==> src/rtl/pipeline_hazard_ctrl_pkg.sv <==
// pipeline_hazard_ctrl_pkg: opcodes, NOP encoding and controller state encoding shared by the front end
package pipeline_hazard_ctrl_pkg;
    localparam logic [6:0] OP_R      = 7'b0110011;
    localparam logic [6:0] OP_I_IMM  = 7'b0010011;
    localparam logic [6:0] OP_I_LW   = 7'b0000011;
    localparam logic [6:0] OP_S      = 7'b0100011;
    localparam logic [6:0] OP_SB     = 7'b1100011;
    localparam logic [31:0] NOP      = 32'h00000013;
    localparam logic [1:0] ST_INIT     = 2'd0;
    localparam logic [1:0] ST_RUN      = 2'd1;
    localparam logic [1:0] ST_MEM_WAIT = 2'd2;
    // bit 0: reads rs1, bit 1: reads rs2
    function automatic logic [1:0] rs_use(input logic [6:0] op);
        return (op == OP_R || op == OP_S || op == OP_SB) ? 2'b11 :
               (op == OP_I_IMM || op == OP_I_LW) ? 2'b01 : 2'b00;
    endfunction
endpackage

==> src/rtl/pipeline_hazard_ctrl_sat_counter.sv <==
// sat_counter: event counter that sticks at all-ones instead of wrapping
module sat_counter #(
    parameter int W = 16
) (
    input  logic         clk_i,
    input  logic         rst_i,
    input  logic         inc,
    output logic [W-1:0] cnt
);
    always_ff @(posedge clk_i or negedge rst_i) begin
        if (!rst_i)
            cnt <= '0;
        else if (inc && cnt != '1)
            cnt <= cnt + 1'b1;
    end
endmodule

==> src/rtl/pipeline_hazard_ctrl.sv <==
// pipeline_hazard_ctrl: PC/IF-ID/ID-EX sequencing for load-use, data-memory stall and taken-branch flush
module pipeline_hazard_ctrl
    import pipeline_hazard_ctrl_pkg::*;
#(
    parameter int CNT_W = 16
) (
    input  logic             clk_i,
    input  logic             rst_i,
    input  logic [31:0]      id_instr_i,
    input  logic             ex_memread_i,
    input  logic [4:0]       ex_rd_i,
    input  logic             id_branch_taken_i,
    input  logic             mem_stall_i,
    output logic             pc_write_o,
    output logic             ifid_write_o,
    output logic             ifid_flush_o,
    output logic             idex_bubble_o,
    output logic             pipe_hold_o,
    output logic [CNT_W-1:0] load_stall_cnt_o,
    output logic [CNT_W-1:0] mem_wait_cnt_o,
    output logic [CNT_W-1:0] flush_cnt_o
);
    logic [1:0] state, state_nxt;
    logic [1:0] use_rs;
    logic       hz, run, unused_instr_bits;
    assign unused_instr_bits = ^{id_instr_i[31:25], id_instr_i[14:7]};
    // RUN and MEM_WAIT decode identically; MEM_WAIT only records that a stall is in progress
    always_comb begin
        use_rs        = rs_use(id_instr_i[6:0]);
        hz            = ex_memread_i && ex_rd_i != 5'd0 &&
                        ((use_rs[0] && ex_rd_i == id_instr_i[19:15]) ||
                         (use_rs[1] && ex_rd_i == id_instr_i[24:20]));
        run           = state != ST_INIT;
        pipe_hold_o   = run && mem_stall_i;
        idex_bubble_o = run && !mem_stall_i && hz;
        pc_write_o    = run && !mem_stall_i && !hz;
        ifid_write_o  = pc_write_o;
        ifid_flush_o  = pc_write_o && id_branch_taken_i;
        state_nxt     = (run && mem_stall_i) ? ST_MEM_WAIT : ST_RUN;
    end
    always_ff @(posedge clk_i or negedge rst_i) begin
        if (!rst_i)
            state <= ST_INIT;
        else
            state <= state_nxt;
    end
    sat_counter #(.W(CNT_W)) u_load_cnt (
        .clk_i(clk_i), .rst_i(rst_i), .inc(idex_bubble_o), .cnt(load_stall_cnt_o)
    );
    sat_counter #(.W(CNT_W)) u_wait_cnt (
        .clk_i(clk_i), .rst_i(rst_i), .inc(pipe_hold_o), .cnt(mem_wait_cnt_o)
    );
    sat_counter #(.W(CNT_W)) u_flush_cnt (
        .clk_i(clk_i), .rst_i(rst_i), .inc(ifid_flush_o), .cnt(flush_cnt_o)
    );
endmodule

==> config.mk <==
export PLATFORM = sky130hd
export DESIGN_NAME = pipeline_hazard_ctrl
export DESIGN_NICKNAME = d
export VERILOG_FILES = /design/src/rtl/pipeline_hazard_ctrl_pkg.sv /design/src/rtl/pipeline_hazard_ctrl_sat_counter.sv /design/src/rtl/pipeline_hazard_ctrl.sv
export SDC_FILE = /design/constraint.sdc
export NUM_CORES = 1
export LEC_CHECK = 0
export CAP_MARGIN = 20
export CORE_ASPECT_RATIO = 0.5
export CORE_MARGIN = 1
export CORE_UTILIZATION = 47
export DETAILED_ROUTE_END_ITERATION = 6
export HOLD_SLACK_MARGIN = 0.12
export PLACE_DENSITY = 0.85
export REMOVE_ABC_BUFFERS = 1
export SLEW_MARGIN = 25
export SYNTH_ARGS = -nofsm -noshare
export SYNTH_HDL_FRONTEND = slang
export SYNTH_SLANG_ARGS = --single-unit
==> constraint.sdc <==
create_clock -name clk_i -period 4.3 [get_ports clk_i]
set_clock_uncertainty 0.15 [all_clocks]
set_input_delay 0.645 -clock clk_i [delete_from_list [all_inputs] [get_ports clk_i]]
set_output_delay 0.645 -clock clk_i [all_outputs]
set_load 0.1 [all_outputs]
==> reports/metrics.csv, run 1 <==
stage,metric,value,unit
global_route,vias in the first global route,1972,
outcome,outcome,completed,
detailed_routing,routed len/inst,13.47,µm
synthesis,Post-Synthesis Cells,241,
floorplan,DIE AREA,5629,µm²
critical_path,FF-to-FF Start,u_flush_cnt.cnt[0],
synthesis,Yosys warning count,0,
run,max_cap viols,0,
timing,final hold slack,0.2897,ns
clocking,clock insertion delay at the later pin of the skew report,0.30,ns
synthesis,Syn Area/Cell,10.37,µm²
timing,final setup violation count,0,
clocking,Root Driver,clkbuf_8,
critical_path,crit path launch type,input pin,
finish,share of layout cells above drive strength 1,6.502,%
detailed_routing,vias per cell,5.102,
clocking,cts hold-fix bufs,0,
detailed_routing,top sig layer,met4,
detailed_routing,Routed met1 length,2.326,mm
detailed_routing,Post-Route WL,5.292,mm
finish,antenna cells,0,
finish,Fillers,382,
synthesis,Synth cell types,36,
placed_design,post-DP HPWL,4.057,mm
floorplan,Die H,53.56,µm
floorplan,Initial Utilization,49.75,%
detailed_routing,Pre-Repair DR Iteration Count,4,
clocking,H-Tree Depth,2,
global_route,largest net degree at the start of global routing,51,
global_route,grt total ovfl,0,
power,power per cell area,460.9,nW/µm²
placed_design,Final Wtd Congestion,0.7607,
timing,RSZ-0062 raised after global routing,false,
timing,fmax,299.0,MHz
finish,most frequent cells in the layout,"clkdlybuf4s50_1 (73), dfrtp_1 (50), xnor2_1 (33)",
timing,fin crit period,3.344,ns
detailed_routing,ANT nets after route,0,
detailed_routing,met3 WL,96,µm
finish,P&R area growth vs syn,37.36,%
critical_path,largest fanout on the critical path,18,
clocking,PostCTS Resize Cnt,0,
detailed_routing,1st-iter DRT viols,27,
timing,Pins Over Slew Limit,0,
finish,net total in the final layout,367,
floorplan,DIE WIDTH,105.1,µm
clocking,# Post-CTS Setup Buffers,0,
synthesis,Synth Cell Area,2499,µm²
clocking,Clock transition at path regs,0.09,ns
timing,final period utilization,77.78,%
clocking,Max Root-Sink Buffers,2,
timing,relative slew slack,33.08,%
detailed_routing,metal2 WL,2.784,mm
critical_path,worst path required time,3.50,ns
finish,"commonest non-fill, non-tap cell in the layout",clkdlybuf4s50_1,
worst_hold_path,Hold WC Path Type,in2async,
synthesis,Main synth FF type,dfrtp_1,
timing,worst slew pin tran,1.001,ns
power,Final Power,1.582,mW
floorplan,Core Footprint,5022,µm²
clocking,TritonCTS clock tree,yes,
synthesis,Post-synth EDFFs,0,
timing,Final Hold Fails,0,
critical_path,CP Data Arrival Time,2.55,ns
clocking,total CTS buffers,5,
critical_path,Setup CP Type,in2out,
power,Lkg Pwr,1.562,nW
synthesis,ys async rst share,100.0,%
global_route,first-pass GRT wire length,8.707,mm
synthesis,Seq cells post-synth,50,
critical_path,CP endpoint kind,output pin,
synthesis,sequential cell area fraction in the yosys report,50.08,%
global_route,initial antenna violation count,0,
detailed_routing,routed vias,2005,
global_route,gr usage total,19.59,%
power,Peak VDD IR,0.4151,mV
floorplan,# rows,18,
clocking,clk sinks,50,
critical_path,Crit. Startpoint,ex_rd_i[1],
floorplan,Ports,95,
detailed_routing,drt drc,0,
placed_design,PortBufs,79,
power by group:
group          switching (mW)  internal (mW)  total, mW
clock                   0.155          0.133      0.288
combinational           0.518          0.180      0.698
sequential             0.0696          0.527      0.597
per-layer routing:
metal | vias to the layer above | track usage [%]
met5 | - | 0
li1 | 978 | -
met4 | 0 | 7.277
met3 | 9 | 2.421
met2 | 30 | 37.75
met1 | 988 | 23.59
final timing paths:
path                                            end  slack [ns]  cells past startpoint
worst max-delay path                     pc_write_o        0.96                      7
worst min-delay path            u_flush_cnt.cnt[14]        0.29                      2
worst max register to register   u_flush_cnt.cnt[1]        1.85                      7
worst min register to register  u_flush_cnt.cnt[15]        0.34                      1
max in group asynchronous         u_wait_cnt.cnt[3]        3.29                      2
min in group clk_i              u_flush_cnt.cnt[15]        0.34                      1
state kept, by name (all words and copies together) (netlist names):
name,flops
u_load_cnt.cnt,16
state,2
u_flush_cnt.cnt,16
u_wait_cnt.cnt,16
through the flow:
stage	instance area, µm²	util [%]	setup TNS [ns]	instances	setup slack (ns)
after floorplan	2464	-	-0.9509	235	-0.4754
after global placement	3332	66.34	0	385	1.014
after detailed placement	3332	66.34	0	385	0.9442
after CTS	3432	68.34	0	393	0.9387
after global routing	3432	68.34	0	393	0.8370
final	3432	68.34	0	393	0.9555
synth_stat cells (all sizes together), types with 3 or more instances:
library cell  number  area share, %
and4               3            1.1
nor2              21            3.2
nand3             20            4.0
dfrtp             50             50
nand4             14            3.5
and2               4            1.1
buf                4            1.1
inv                8            1.2
and3              11            2.8
nor3              10            2.0
ha                 3            1.5
nand2             15            2.3
xnor2             33             12
xor2              21            7.4
mux2               3            1.5
worst max-delay path: stages:
cell	delay [ns]
clkdlybuf4s50_1	0.48
or4_1	0.54
nor2_1	0.12
a211oi_1	0.08
and2_4	0.24
nor2_1	0.14
buf_4	0.31
kinds of logic after synthesis:
family,Yosys count,synth area share [%]
and+or+nand+nor,111,23.69
xor gates and xnor gates,54,18.93
muxes,4,1.903
AOI/OAI and AO/OA,5,1.302
DFF,50,50.08
buffers and inverters,14,2.604
adders and majority gates,3,1.502
layout make-up:
type / instances / area [µm²] / share of cell area (%)
Clock buffer: 6 / 82.58 / 2.406
Clock inverter: 2 / 17.52 / 0.5104
Inverter: 8 / 30.03 / 0.8750
Multi-Input combinational cell: 177 / 1182 / 34.45
Sequential cell: 50 / 1251 / 36.46
Tap cell: 70 / 87.58 / 2.552
Timing Repair Buffer: 80 / 780.7 / 22.75
No activity file was read; power rests on OpenSTA's default activity.
==> run 2: changes to the inputs <==
--- a/config.mk
+++ b/config.mk
@@ -8,10 +8,10 @@
 export CAP_MARGIN = 20
 export CORE_ASPECT_RATIO = 0.5
 export CORE_MARGIN = 1
-export CORE_UTILIZATION = 47
+export CORE_UTILIZATION = 40
 export DETAILED_ROUTE_END_ITERATION = 6
 export HOLD_SLACK_MARGIN = 0.12
-export PLACE_DENSITY = 0.85
+export PLACE_DENSITY = 0.77
 export REMOVE_ABC_BUFFERS = 1
 export SLEW_MARGIN = 25
 export SYNTH_ARGS = -nofsm -noshare
==> constraint.sdc (replaced) <==
create_clock -name clk_i -period 2.81 [get_ports clk_i]
set_clock_uncertainty 0.15 [all_clocks]
set_input_delay 0.4215 -clock clk_i [delete_from_list [all_inputs] [get_ports clk_i]]
set_output_delay 0.4215 -clock clk_i [all_outputs]
set_load 0.1 [all_outputs]
==> run 2 against run 1 <==
  * Non-clock buffer count increased by 10
  * Sequential power increased by 54%
  * Sequential share of layout area decreased by 1.2 points
  * Worst setup slack got worse by 0.86 ns
  * Critical path type unchanged
==> reports/metrics.csv, run 2 (synthesis gave the netlist of run 1 again) <==
stage,metric,value,unit,change
clocking,Clock transition at path regs,0.07,ns,was 0.09 ns
critical_path,CP Data Arrival Time,2.14,ns,was 2.55 ns
detailed_routing,drt drc,0,,unchanged
clocking,TritonCTS clock tree,yes,,unchanged
finish,net total in the final layout,377,,was 367
global_route,grt total ovfl,0,,unchanged
finish,P&R area growth vs syn,42.11,%,was 37.36%
detailed_routing,routed len/inst,13.27,µm,was 13.47 µm
outcome,outcome,completed,,unchanged
floorplan,Core Footprint,5753,µm²,was 5022 µm²
finish,"commonest non-fill, non-tap cell in the layout",buf_4,,was clkdlybuf4s50_1
finish,most frequent cells in the layout,"buf_4 (58), dfrtp_1 (50), xnor2_1 (33)",,"was clkdlybuf4s50_1 (73), dfrtp_1 (50), xnor2_1 (33)"
global_route,initial antenna violation count,0,,unchanged
placed_design,post-DP HPWL,4.256,mm,was 4.057 mm
clocking,clock insertion delay at the later pin of the skew report,0.29,ns,was 0.30 ns
power,switching share of power,44.15,%,was 46.95%
timing,worst slew pin tran,0.5944,ns,was 1.001 ns
power,Peak VDD IR,0.4493,mV,was 0.4151 mV
critical_path,RR Endpoint,u_flush_cnt.cnt[1],,unchanged
power,power per cell area,753.6,nW/µm²,was 460.9 nW/µm²
run,max_cap viols,0,,unchanged
worst_hold_path,Hold WC Path Type,reg2reg,,was in2async
critical_path,crit path launch type,input pin,,unchanged
critical_path,FF-to-FF setup slack,0.47,ns,was 1.85 ns
floorplan,# rows,19,,was 18
detailed_routing,met3 WL,175,µm,was 96 µm
finish,Fillers,485,,was 382
clocking,clk sinks,50,,unchanged
worst_hold_path,hold depth,1,,
global_route,gr usage total,17.64,%,was 19.59%
timing,PnR worst setup slack,0.09922,ns,was 0.9555 ns
finish,antenna cells,0,,unchanged
critical_path,Setup CP Type,in2out,,unchanged
floorplan,Initial Utilization,43.43,%,was 49.75%
global_route,vias in the first global route,1947,,was 1972
critical_path,CP endpoint kind,output pin,,unchanged
clocking,total CTS buffers,5,,unchanged
floorplan,Ports,95,,unchanged
critical_path,worst path required time,2.24,ns,was 3.50 ns
floorplan,DIE AREA,6586,µm²,was 5629 µm²
power,Flop pwr share,34.4,%,was 37.7%
power,P_sw,1.181,mW,was 0.7426 mW
timing,fmax,368.9,MHz,
power,combinational share of power,39.4,%,was 44.1%
timing,Final Hold Fails,0,,unchanged
clocking,Root Driver,clkbuf_16,,was clkbuf_8
timing,Pins Over Slew Limit,0,,unchanged
critical_path,largest fanout on the critical path,6,,was 18
critical_path,worst r2r path cells,7,,unchanged
critical_path,FF-to-FF Start,u_flush_cnt.cnt[0],,unchanged
timing,relative slew slack,60.38,%,was 33.08%
detailed_routing,metal2 WL,2.834,mm,was 2.784 mm
clocking,Max Root-Sink Buffers,2,,unchanged
power,Lkg Pwr,1.752,nW,was 1.562 nW
finish,Top Registers,"u_flush_cnt.cnt (16), u_load_cnt.cnt (16), u_wait_cnt.cnt (16)",,unchanged
finish,share of layout cells above drive strength 1,24.02,%,was 6.502%
placed_design,pre-CTS setup slack,0.05706,ns,was 0.9442 ns
detailed_routing,Post-Route WL,5.535,mm,was 5.292 mm
detailed_routing,Routed met1 length,2.452,mm,was 2.326 mm
placed_design,PortBufs,79,,unchanged
power,P_int,1.494,mW,was 0.8392 mW
worst_hold_path,hold_sp,u_flush_cnt.cnt[9],,
timing,final setup violation count,0,,unchanged
timing,setup TNS,0,ns,unchanged
floorplan,Die H,57.89,µm,was 53.56 µm
detailed_routing,ANT nets after route,0,,unchanged
detailed_routing,1st-iter DRT viols,47,,was 27
timing,fin crit period,2.711,ns,
detailed_routing,Pre-Repair DR Iteration Count,4,,unchanged
global_route,first-pass GRT wire length,9.114,mm,was 8.707 mm
detailed_routing,top sig layer,met4,,unchanged
clocking,H-Tree Depth,2,,unchanged
timing,RSZ-0062 raised after global routing,false,,unchanged
floorplan,DIE WIDTH,113.8,µm,was 105.1 µm
timing,final period utilization,96.47,%,
global_route,largest net degree at the start of global routing,25,,was 51
detailed_routing,routed vias,2044,,was 2005
power,Clock Power Share,26.2,%,was 18.2%
detailed_routing,vias per cell,4.902,,was 5.102
worst_hold_path,Hold Path Sink,u_flush_cnt.cnt[9],,
placed_design,Final Wtd Congestion,0.8609,,was 0.7607
[run 2: cell types whose count changed in the layout (fill, tap and decap cells not counted), moves of 5 or more]
cell / delta
buf_4: +52
clkdlybuf4s50_1: -49
clkbuf_8: -6
buf_12: +5
clkbuf_16: +5
[run 2: critical path, stage by stage]
cell             delay (ns)
clkdlybuf4s50_1        0.43
or4_4                  0.53
nor2_1                 0.10
a211oi_1               0.07
and2_4                 0.17
nor2_1                 0.20
buf_12                 0.21
[run 2: metal layers]
| layer | GRT usage [%] | vias up |
|---|---|---|
| met5 | 0 | - |
| met4 | 5.195 | 0 |
| met3 | 3.766 | 7 |
| met2 | 30.66 | 36 |
| met1 | 22.64 | 1002 |
| li1 | - | 999 |
[run 2: through the flow]
stage / std cells / utilization (%) / instance area [µm²] / power (mW) / hold WS (ns)
floorplan: 235 / - / 2464 / 1.710 / -0.02409
global placement: 406 / 58.13 / 3344 / 1.972 / 0.1453
detailed placement: 406 / 58.13 / 3344 / 1.991 / 0.1546
CTS: 415 / 61.31 / 3527 / 2.692 / 0.3492
global route: 417 / 61.72 / 3551 / 2.772 / 0.3675
finish: 417 / 61.72 / 3551 / 2.676 / 0.3499
[run 2: how the worst max path moves through the flow]
stage	end	start	slack, ns
6_report	ifid_flush_o	ex_rd_i[1]	0.1
5_1_grt	pc_write_o	ex_rd_i[1]	0.01
4_1_cts	ifid_flush_o	ex_rd_i[3]	0.06
3_5_place_dp	ifid_flush_o	ex_rd_i[3]	0.06
3_3_place_gp	ifid_flush_o	ex_rd_i[3]	0.08
2_1_floorplan	ifid_write_o	ex_rd_i[1]	-1.52
[run 2: area by class of cell]
class                      instances  area (µm²)  share of cell area (%)
multi-input combinational        177        1189                   33.47
inverter                           8       30.03                  0.8457
timing repair buffer              90       803.3                   22.62
sequential                        50        1251                   35.24
clock buffer                       5       125.1                   3.524
clock inverter                     3       47.55                   1.339
tap                               84       105.1                   2.960
[run 2: repair_timing]
action | in CTS | in global routing
setup endpoints to repair | 0 | 4
hold buffers | 1 | 0
setup buffers | 0 | 2
hold endpoints to repair | 10 | 0
resized for setup | 0 | 3
[run 2: power groups by stage]
stage / sequential (mW) / combinational (mW) / clock (mW)
6_report: 0.920 / 1.05 / 0.702
5_1_grt: 0.937 / 1.09 / 0.746
4_1_cts: 0.920 / 1.06 / 0.714
3_5_place_dp: 0.934 / 1.06 / 0
3_3_place_gp: 0.926 / 1.05 / 0
2_1_floorplan: 1.52 / 0.186 / 0
